<file path="config.mk">
export PLATFORM = sky130hd
export DESIGN_NAME = z80_io_write_qualifier
export DESIGN_NICKNAME = d
export VERILOG_FILES = /design/src/rtl/z80_io_write_qualifier.sv
export SDC_FILE = /design/constraint.sdc
export NUM_CORES = 1
export LEC_CHECK = 0
export CELL_PAD_IN_SITES_DETAIL_PLACEMENT = 1
export CELL_PAD_IN_SITES_GLOBAL_PLACEMENT = 1
export CORE_ASPECT_RATIO = 1.4
export CORE_MARGIN = 2
export CORE_UTILIZATION = 39
export DETAILED_ROUTE_END_ITERATION = 12
export GPL_ROUTABILITY_DRIVEN = 0
export HOLD_SLACK_MARGIN = 0.15
export PLACE_DENSITY = 0.84
export SYNTH_ARGS = -nofsm -noshare
export SYNTH_HDL_FRONTEND = slang
export SYNTH_SLANG_ARGS = --single-unit
</file>
<file path="constraint.sdc">
create_clock -name clk -period 1.87 [get_ports clk]
set_clock_uncertainty 0.15 [all_clocks]
set_input_delay 0.561 -clock clk [delete_from_list [all_inputs] [get_ports clk]]
set_output_delay 0.561 -clock clk [all_outputs]
set_load 0.05 [all_outputs]
</file>
<file path="src/rtl/z80_io_write_qualifier.sv">
// z80_io_write_qualifier: synchronises the Z80 I/O strobes and turns each complete OUT to port 7xh into one bank write pulse
module z80_io_write_qualifier #(
  parameter int          SYNC_STAGES    = 2,
  parameter logic [3:0]  PORT_ADDR      = 4'b0111,
  parameter int          MIN_LOW_CYCLES = 2,
  parameter int          TIMEOUT        = 255
) (
  input  logic       clk,
  input  logic       RESET_N,
  input  logic [3:0] AddrIO,
  input  logic       IORQ_N,
  input  logic       WR_N,
  input  logic       RD_N,
  input  logic       M1_N,
  input  logic [1:0] D1D0,
  output logic       bank_wr_stb,
  output logic [1:0] bank_data,
  output logic       busy,
  output logic       timeout_err,
  output logic [7:0] wr_count
);
  localparam int             CW       = $clog2(TIMEOUT + 1);
  localparam logic [CW-1:0]  MIN_C    = CW'(MIN_LOW_CYCLES);
  localparam logic [CW-1:0]  TO_C     = CW'(TIMEOUT);
  localparam logic [9:0]     BUS_IDLE = 10'b1111_0000_00;
  typedef enum logic [2:0] {S_IDLE, S_FILTER, S_ACTIVE, S_DONE, S_ABORT} state_t;
  logic [SYNC_STAGES-1:0][9:0] r_sync;
  logic [9:0]    w_bus;
  logic          w_q;
  state_t        r_state, w_next;
  logic [CW-1:0] r_cnt, w_cnt_next;
  logic [1:0]    r_cap, w_cap_next;
  logic          w_set_err;
  logic          r_stb, r_busy, r_err;
  logic [1:0]    r_data;
  logic [7:0]    r_count;
  assign w_bus = r_sync[SYNC_STAGES-1];
  assign w_q   = ~w_bus[9] & ~w_bus[8] & w_bus[7] & w_bus[6] & (w_bus[5:2] == PORT_ADDR);
  // Bus synchroniser: every input shifts through SYNC_STAGES flops, reset to an idle bus
  always_ff @(posedge clk or negedge RESET_N)
    if (!RESET_N) r_sync <= {SYNC_STAGES{BUS_IDLE}};
    else          r_sync <= {r_sync[SYNC_STAGES-2:0], {IORQ_N, WR_N, RD_N, M1_N, AddrIO, D1D0}};
  // Next-state logic: glitch filter, data capture while the write is held, abort on a stuck strobe
  always_comb begin
    w_next     = r_state;
    w_cnt_next = r_cnt;
    w_cap_next = r_cap;
    w_set_err  = 1'b0;
    case (r_state)
      S_IDLE:   if (w_q) begin w_next = S_FILTER; w_cnt_next = CW'(1); end
      S_FILTER: if (!w_q) w_next = S_IDLE;
                else if (r_cnt == MIN_C) begin w_next = S_ACTIVE; w_cnt_next = '0; end
                else w_cnt_next = r_cnt + 1'b1;
      S_ACTIVE: if (!w_q) w_next = S_DONE;
                else if (r_cnt == TO_C) begin w_next = S_ABORT; w_set_err = 1'b1; end
                else begin w_cap_next = w_bus[1:0]; w_cnt_next = r_cnt + 1'b1; end
      S_DONE:   w_next = S_IDLE;
      S_ABORT:  w_next = w_q ? S_ABORT : S_IDLE;
      default:  w_next = S_IDLE;
    endcase
  end
  // State register plus registered outputs decoded from the current state
  always_ff @(posedge clk or negedge RESET_N)
    if (!RESET_N) begin
      r_state <= S_IDLE;
      r_cnt   <= '0;
      r_cap   <= 2'b01;
      r_stb   <= 1'b0;
      r_data  <= 2'b01;
      r_busy  <= 1'b0;
      r_err   <= 1'b0;
      r_count <= '0;
    end else begin
      r_state <= w_next;
      r_cnt   <= w_cnt_next;
      r_cap   <= w_cap_next;
      r_stb   <= r_state == S_DONE;
      r_busy  <= (r_state == S_FILTER) || (r_state == S_ACTIVE) || (r_state == S_ABORT);
      if (w_set_err) r_err <= 1'b1;
      if (r_state == S_DONE) begin
        r_data  <= r_cap;
        r_count <= r_count + 8'd1;
      end
    end
  assign bank_wr_stb = r_stb;
  assign bank_data   = r_data;
  assign busy        = r_busy;
  assign timeout_err = r_err;
  assign wr_count    = r_count;
endmodule

</file>
==> flow_metrics.env, run 1 <==
export IMPL_grt_pass1_vias=1549
export IMPL_p_int_mw=1.59
export IMPL_pre_cts_ws_ns=-0.0339
export IMPL_crit_path_max_fanout=5
export IMPL_n_antenna_cell=0
export IMPL_cts_buffers=5
export IMPL_critPathArrivalTime_ns=1.86
export IMPL_clk_pin_slew_worst_paths_ns=0.09
export IMPL_syn_nets=172
export IMPL_layout_nets=213
export IMPL_post_dp_hpwl_um=3000
export IMPL_grt_util_all_layers=0.173
export IMPL_drc=0
export IMPL_die_h_um=86.8
export IMPL_initial_core_util=0.401
export IMPL_synth_main_ff_cell="dfrtp_1"
export IMPL_hold_viol=0
export IMPL_cts_max_level=2
export IMPL_final_cell_mix="dfrtp_1 (35), nand2_1 (19), buf_12 (14), buf_4 (11)"
export IMPL_tightest_slew_ns=0.360
export IMPL_critPathRequiredTime_ns=1.93
export IMPL_synth_edff_count=0
export IMPL_p_comb_frac=0.030
export IMPL_routed_wl_um=4300
export IMPL_fmax_mhz=556
export IMPL_ir_drop_v=0.000793
export IMPL_dr_first_iter_drc_count=31
export IMPL_outcome="completed"
export IMPL_slowest_stage="dfrtp_1"
export IMPL_cts_tree="built"
export IMPL_clock_latency_ns=0.30
export IMPL_grt_pass1_wl_um=7190
export IMPL_syn_to_final_growth_pct=36.5
export IMPL_power_density_nw_per_um2=753
export IMPL_yosysTopAreaCell="dfrtp_1"
export IMPL_cts_root_buf="clkbuf_8"
export IMPL_die_w_um=63.2
export IMPL_finalPower_mw=1.97
export IMPL_synth_ff_latch_count=46
export IMPL_synthCells=157
export IMPL_hold_ws_ns=0.198
export IMPL_criticalPathCategory="reg2reg"
export IMPL_final_common_cell="dfrtp_1"
export IMPL_cap_violations=0
export IMPL_cellLeakagePower_nw=1.10
export IMPL_dr_pass1_iters=4
export IMPL_slowest_delay_ns=0.45
export IMPL_cp_start_kind="flop"
export IMPL_ys_types=43
export IMPL_row_count=30
export IMPL_rsz0062_at_grt="true"
export IMPL_drv_slew=0
export IMPL_slew_headroom=0.759
export IMPL_async_flop_share=1.00
export IMPL_ys_seq_area_frac=0.609
export IMPL_core_um2=4770
export IMPL_syn_area_um2=1910
export IMPL_clock_path_buffers=2
export IMPL_tns_ns=0
export IMPL_endpoint_kind="flop"
export IMPL_syn_area_per_cell_um2=12.2
export IMPL_setup_ws_ns=0.0716
export IMPL_setup_violations=0
export IMPL_antenna_found_initial=0
export IMPL_p_seq_frac=0.526
export IMPL_ios=25
export IMPL_yosys_area_top_type_share=0.471
export IMPL_p_switching_mw=0.375
export IMPL_die_area_um2=5490
export IMPL_io_buffers=24
export IMPL_cp_cell_sequence="nor4_4 > a31oi_4 > clkbuf_2 > or3_1 > a21oi_1"
export IMPL_ant_nets=0
export IMPL_synth_area_leaders="dfrtp_1 (47%), dfstp_2 (14%), nand2_1 (3.7%)"
export IMPL_routed_via_density=5.28
export IMPL_wire_per_inst_um=16.3
export IMPL_power_share_clock=0.444
export IMPL_grt_max_degree=47
export IMPL_layout_drive_gt1_share=0.291
export IMPL_yosys_warnings=0
export IMPL_hold_class="reg2reg"
export IMPL_dr_total_vias=1389
export IMPL_period_share=0.962
export IMPL_cts_sinks=46
export IMPL_overflow=0
export IMPL_nFillCells=494
export IMPL_fin_crit_ns=1.80
export IMPL_switching_share=0.191
metrics by stage:
stage,cells,util,cell area [µm²]
after floorplan,157,-,1910
after global placement,251,0.507,2420
after detailed placement,251,0.507,2420
after CTS,260,0.539,2570
after global routing,263,0.548,2610
final,263,0.548,2610
per-layer routing:
metal	GRT usage	share of wire	up-vias
met2	0.311	0.55	34
met4	0.101	0.028	0
met3	0.0403	0.035	8
met5	0	0	-
li1	-	-	643
met1	0.184	0.39	704
critical path: cells and delay by family, from the launching register on:
kind                   cells  cell delay [ns]
AOI/OAI and AO/OA          2             0.30
DFF                        1             0.45
and+or+nand+nor            2             0.64
buffers and inverters      1             0.17
timing repair:
| action | CTS | global route |
|---|---|---|
| endpoints found under the hold margin | 36 | 0 |
| pin swaps | 0 | 0 |
| gates resized for setup | 1 | 4 |
| endpoints found under the setup margin | 2 | 10 |
| setup buffers | 0 | 3 |
| hold buffers | 1 | 0 |
power by group through the flow:
stage                     clock [mW]  combinational [mW]  sequential, mW
after floorplan                    0             0.00920            1.05
final                          0.872              0.0594            1.03
after detailed placement           0              0.0596            1.05
after global placement             0              0.0567            1.05
after CTS                      0.898              0.0616            1.03
after global routing           0.940              0.0670            1.04
registers in the layout (all words and copies together), names as in the netlist:
name,count
w_bus,10
r_cap,2
r_state,3
r_cnt,8
bank_wr_stb,1
timeout_err,1
r_sync,10
wr_count,8
busy,1
bank_data,2
worst paths after layout:
kind	from	to	slack, ns	depth (start not counted)
max in group asynchronous	RESET_N	bank_data[0]	0.68	3
min in group asynchronous	RESET_N	r_cnt[5]	0.61	3
hold reg to reg	r_sync[2]	w_bus[2]	0.20	0
setup / recovery	r_cnt[5]	r_state[1]	0.07	5
setup reg to reg	r_cnt[5]	r_state[1]	0.07	5
hold / removal	r_sync[2]	w_bus[2]	0.20	0
kinds of logic (layout without fill, tap and decap cells):
kind of cell               count (synthesis)  after routing  share of synthesized area
adders and majority gates                  3              3                     0.0196
AOI/OAI and AO/OA                         33             33                      0.135
xor gates and xnor gates                   8              8                     0.0367
muxes                                      2              2                     0.0118
DFF                                       46             46                      0.609
buffers and inverters                      8             50                     0.0229
and+or+nand+nor                           57             57                      0.166
cell usage after synthesis (all sizes together), types with 4 or more instances:
master and instances:
o21ai 10, dfstp 10, and3 4, nor2 7
a21oi 4, o211ai 6, nand2 19, dfrtp 36
xnor2 5, inv 4, nand3 8
cell type report:
type	instances	area, µm²	area share
Timing Repair Buffer	38	483	0.185
Clock inverter	3	68.8	0.0264
Inverter	4	15.0	0.00575
Sequential cell	46	1160	0.446
Tap cell	64	80.1	0.0307
Multi-Input combinational cell	103	729	0.279
Clock buffer	5	68.8	0.0264
Note: power is estimated with default switching activity, not from simulation.
==> run 2: changes to the inputs <==
- PLACE_DENSITY: 0.84 -> 0.82
==> flow_metrics.env, run 2 (synthesized netlist as in run 1, its figures left out) <==
export IMPL_outcome="completed"
export IMPL_final_cell_area_um2=2630
export IMPL_antenna_found_initial=0
export IMPL_fmax_mhz=549
export IMPL_cts_root_buf="clkbuf_8"
export IMPL_tightest_slew_ns=0.363
export IMPL_die_h_um=86.8
export IMPL_power_share_clock=0.449
export IMPL_p_switching_mw=0.360
export IMPL_endpoint_kind="flop"
export IMPL_clock_path_buffers=2
export IMPL_cts_max_level=2
export IMPL_ir_drop_v=0.000629
export IMPL_power_density_nw_per_um2=756
export IMPL_drc=0
export IMPL_hold_class="reg2reg"
export IMPL_cts_sinks=46
export IMPL_final_cells=262
export IMPL_grt_pass1_wl_um=7400
export IMPL_criticalPathCategory="reg2reg"
export IMPL_n_antenna_cell=0
export IMPL_grt_pass1_vias=1590
export IMPL_drv_slew=0
export IMPL_layout_drive_gt1_share=0.313
export IMPL_grt_max_degree=47
export IMPL_dr_total_vias=1410
export IMPL_ant_nets=0
export IMPL_setup_violations=0
export IMPL_place_area_um2=2390
export IMPL_final_cell_mix="dfrtp_1 (33), nand2_1 (18), buf_12 (14)"
export IMPL_syn_to_final_growth_pct=37.5
export IMPL_clock_latency_ns=0.29
export IMPL_die_w_um=63.2
export IMPL_io_buffers=24
export IMPL_p_comb_frac=0.030
export IMPL_switching_share=0.181
export IMPL_row_count=30
export IMPL_slew_headroom=0.757
export IMPL_dr_pass1_iters=4
export IMPL_setup_ws_ns=0.0479
export IMPL_dpl_cell_count=248
export IMPL_fin_crit_ns=1.82
export IMPL_grt_util_all_layers=0.178
export IMPL_ios=25
export IMPL_p_seq_frac=0.521
export IMPL_cts_tree="built"
export IMPL_post_dp_hpwl_um=3060
export IMPL_crit_path_max_fanout=7
export IMPL_core_um2=4770
export IMPL_p_int_mw=1.63
export IMPL_period_share=0.974
export IMPL_critPathArrivalTime_ns=1.89
export IMPL_hold_viol=0
export IMPL_initial_core_util=0.401
export IMPL_dr_first_iter_drc_count=88
export IMPL_cp_start_kind="flop"
export IMPL_layout_nets=212
export IMPL_routed_wl_um=4440
export IMPL_wire_per_inst_um=16.9
export IMPL_die_area_um2=5490
export IMPL_final_common_cell="dfrtp_1"
export IMPL_pre_cts_ws_ns=-0.0611
export IMPL_routed_via_density=5.38
export IMPL_hold_ws_ns=0.203
export IMPL_cap_violations=0
export IMPL_post_route_util=0.551
export IMPL_cts_buffers=5
export IMPL_overflow=0
export IMPL_clk_pin_slew_worst_paths_ns=0.08
export IMPL_critPathRequiredTime_ns=1.94
export IMPL_cellLeakagePower_nw=1.10
==> run 2: cell count changes in the layout (fill, tap and decap cells not counted), sizes merged <==
| cell | change |
|---|---|
| a31oi | +1 |
| clkinv | -1 |
| buf | -1 |
==> run 2: final cells by class <==
class / count / area [µm²]
multi-input cells: 104 / 753
flip-flops and latches: 46 / 1170
clock buffers: 6 / 82.6
well taps: 64 / 80.1
repair buffers: 36 / 470
clock inverters: 2 / 60.1
inverters: 4 / 15.0
fillers: 500 / 2140
==> run 2: timing repair <==
action / 4_1_cts / 5_1_grt
setup buffers: 0 / 4
hold buffers: 1 / 0
pin swaps: 0 / 4
resized for setup: 1 / 10
gates cloned: 0 / 1
hold endpoints to repair: 36 / 0
endpoints found under the setup margin: 2 / 11
==> run 2: layer usage <==
metal / global-route usage / share of wire / up-vias
li1: - / - / 645
met4: 0.0968 / 0.032 / 0
met1: 0.182 / 0.38 / 711
met2: 0.327 / 0.56 / 42
met5: 0 / 0 / -
met3: 0.0506 / 0.035 / 12
==> run 2: power groups by stage <==
stage / registers (mW) / clock network, mW / logic (mW)
after floorplan: 1.05 / 0 / 0.00920
after global placement: 1.05 / 0 / 0.0551
after detailed placement: 1.05 / 0 / 0.0585
after CTS: 1.03 / 0.926 / 0.0599
after global routing: 1.04 / 0.955 / 0.0684
final: 1.03 / 0.892 / 0.0602
==> run 2: path summary, 6_finish.rpt <==
| check | from | endpoint | cells past startpoint | slack (ns) |
|---|---|---|---|---|
| min in group asynchronous | RESET_N | r_cnt[3] | 3 | 0.62 |
| setup / recovery | r_cnt[5] | r_state[1] | 4 | 0.05 |
| max in group asynchronous | RESET_N | r_cap[0] | 3 | 0.67 |
| hold reg to reg | r_sync[3] | w_bus[3] | 0 | 0.20 |
| hold / removal | r_sync[3] | w_bus[3] | 0 | 0.20 |
| setup reg to reg | r_cnt[5] | r_state[1] | 4 | 0.05 |
==> run 2: critical path: stages (launching register included) <==
cell	delay, ns
dfrtp_2	0.47
nor4_4	0.38
a31oi_4	0.20
or3_1	0.37
a21oi_2	0.18
==> run 2: through the flow <==
stage               setup TNS (ns)  power (mW)
finish                           0        1.99
global route               -0.0218        2.06
CTS                              0        2.02
detailed placement         -0.0830        1.11
global placement                 0        1.11
floorplan                        0        1.06
==> run 3: changes to the inputs <==
- CORE_ASPECT_RATIO: 1.4 -> default
==> flow_metrics.env, run 3 (synthesized netlist as in run 1, its figures left out) <==
export IMPL_hold_ws_ns=0.199
export IMPL_drc=0
export IMPL_antenna_found_initial=0
export IMPL_critPathRequiredTime_ns=1.95
export IMPL_layout_nets=211
export IMPL_drv_slew=0
export IMPL_power_share_clock=0.369
export IMPL_critPathArrivalTime_ns=1.90
export IMPL_cellLeakagePower_nw=1.07
export IMPL_routed_wl_um=4100
export IMPL_wire_per_inst_um=15.5
export IMPL_hold_viol=0
export IMPL_io_buffers=24
export IMPL_switching_share=0.230
export IMPL_cap_violations=0
export IMPL_row_count=25
export IMPL_cts_sinks=46
export IMPL_p_int_mw=1.33
export IMPL_die_area_um2=5480
export IMPL_routed_via_density=5.24
export IMPL_layout_drive_gt1_share=0.294
export IMPL_tightest_slew_ns=0.435
export IMPL_final_cell_area_um2=2560
export IMPL_grt_util_all_layers=0.161
export IMPL_grt_pass1_vias=1437
export IMPL_p_seq_frac=0.597
export IMPL_nFillCells=495
export IMPL_crit_path_max_fanout=6
export IMPL_rsz0062_at_grt="true"
export IMPL_place_area_um2=2410
export IMPL_cts_root_buf="clkbuf_8"
export IMPL_grt_max_degree=30
export IMPL_outcome="completed"
export IMPL_clock_latency_ns=0.30
export IMPL_dr_first_iter_drc_count=66
export IMPL_pre_cts_ws_ns=-0.0294
export IMPL_ios=25
export IMPL_period_share=0.971
export IMPL_initial_core_util=0.405
export IMPL_die_w_um=74.0
export IMPL_core_um2=4720
export IMPL_hold_class="reg2reg"
export IMPL_endpoint_kind="flop"
export IMPL_cp_start_kind="flop"
export IMPL_clk_pin_slew_worst_paths_ns=0.10
export IMPL_final_cell_mix="dfrtp_1 (34), nand2_1 (19), buf_12 (14), dfstp_2 (10), clkdlybuf4s50_1 (10)"
export IMPL_p_comb_frac=0.034
export IMPL_ant_nets=0
export IMPL_criticalPathCategory="reg2reg"
export IMPL_p_switching_mw=0.399
export IMPL_fmax_mhz=551
export IMPL_setup_violations=0
export IMPL_tns_ns=0
export IMPL_slew_headroom=0.710
export IMPL_finalPower_mw=1.73
export IMPL_n_antenna_cell=0
export IMPL_die_h_um=74.0
export IMPL_dr_total_vias=1383
export IMPL_grt_pass1_wl_um=6600
export IMPL_syn_to_final_growth_pct=34.2
export IMPL_final_common_cell="dfrtp_1"
export IMPL_dr_pass1_iters=4
export IMPL_power_density_nw_per_um2=675
export IMPL_cts_tree="built"
export IMPL_cts_buffers=5
export IMPL_post_dp_hpwl_um=2990
export IMPL_fin_crit_ns=1.82
export IMPL_clock_path_buffers=2
export IMPL_cts_max_level=2
export IMPL_setup_ws_ns=0.0548
export IMPL_overflow=0
export IMPL_ir_drop_v=0.000458
run 3: worst paths after layout:
kind | from | end | slack [ns] | cells past startpoint
setup / recovery | r_cnt[7] | r_state[1] | 0.05 | 4
hold / removal | r_sync[9] | w_bus[9] | 0.20 | 0
setup reg to reg | r_cnt[7] | r_state[1] | 0.05 | 4
hold reg to reg | r_sync[9] | w_bus[9] | 0.20 | 0
max in group asynchronous | RESET_N | r_sync[9] | 0.41 | 3
min in group asynchronous | RESET_N | busy | 0.57 | 2
run 3: critical path, cell delays in order (launching register included):
cell and delay [ns]:
dfrtp_2 0.47, nor4_4 0.36, a31oi_4 0.20, or3_1 0.39, a21oi_2 0.17
run 3: timing repair:
item / 4_1_cts / 5_1_grt
setup endpoints to repair: 2 / 5
endpoints found under the hold margin: 16 / 0
gates resized for setup: 2 / 5
hold buffers: 1 / 0
gates cloned: 0 / 1
pin swaps: 0 / 2
buffers inserted: 0 / 1
run 3: area by class of cell:
cell class | instances | area [µm²] | share of cell area
Inverter | 4 | 15.0 | 0.00585
Clock buffer | 5 | 68.8 | 0.0268
Tap cell | 67 | 83.8 | 0.0327
Multi-Input combinational cell | 104 | 742 | 0.289
Sequential cell | 46 | 1170 | 0.455
Clock inverter | 3 | 26.3 | 0.0102
Timing Repair Buffer | 35 | 463 | 0.180
run 3: per-stage QoR:
stage | util | instances
2_1_floorplan | - | 157
3_3_place_gp | 0.511 | 253
3_5_place_dp | 0.511 | 253
4_1_cts | 0.535 | 262
5_1_grt | 0.543 | 264
6_report | 0.543 | 264
run 3: layer usage:
layer,wire length [µm],GRT usage,up-vias,part of all wire
met2,2180,0.279,39,0.53
met5,0,0,-,0
met4,78,0.0606,0,0.019
met1,1680,0.194,685,0.41
li1,-,-,649,-
met3,153,0.0407,10,0.037
run 3: power groups by stage:
stage	registers (mW)	clock network [mW]	logic, mW
final	1.03	0.639	0.0595
after global routing	1.04	0.711	0.0666
after CTS	1.03	0.659	0.0615
after detailed placement	1.05	0	0.0596
after global placement	1.05	0	0.0558
after floorplan	1.05	0	0.00920
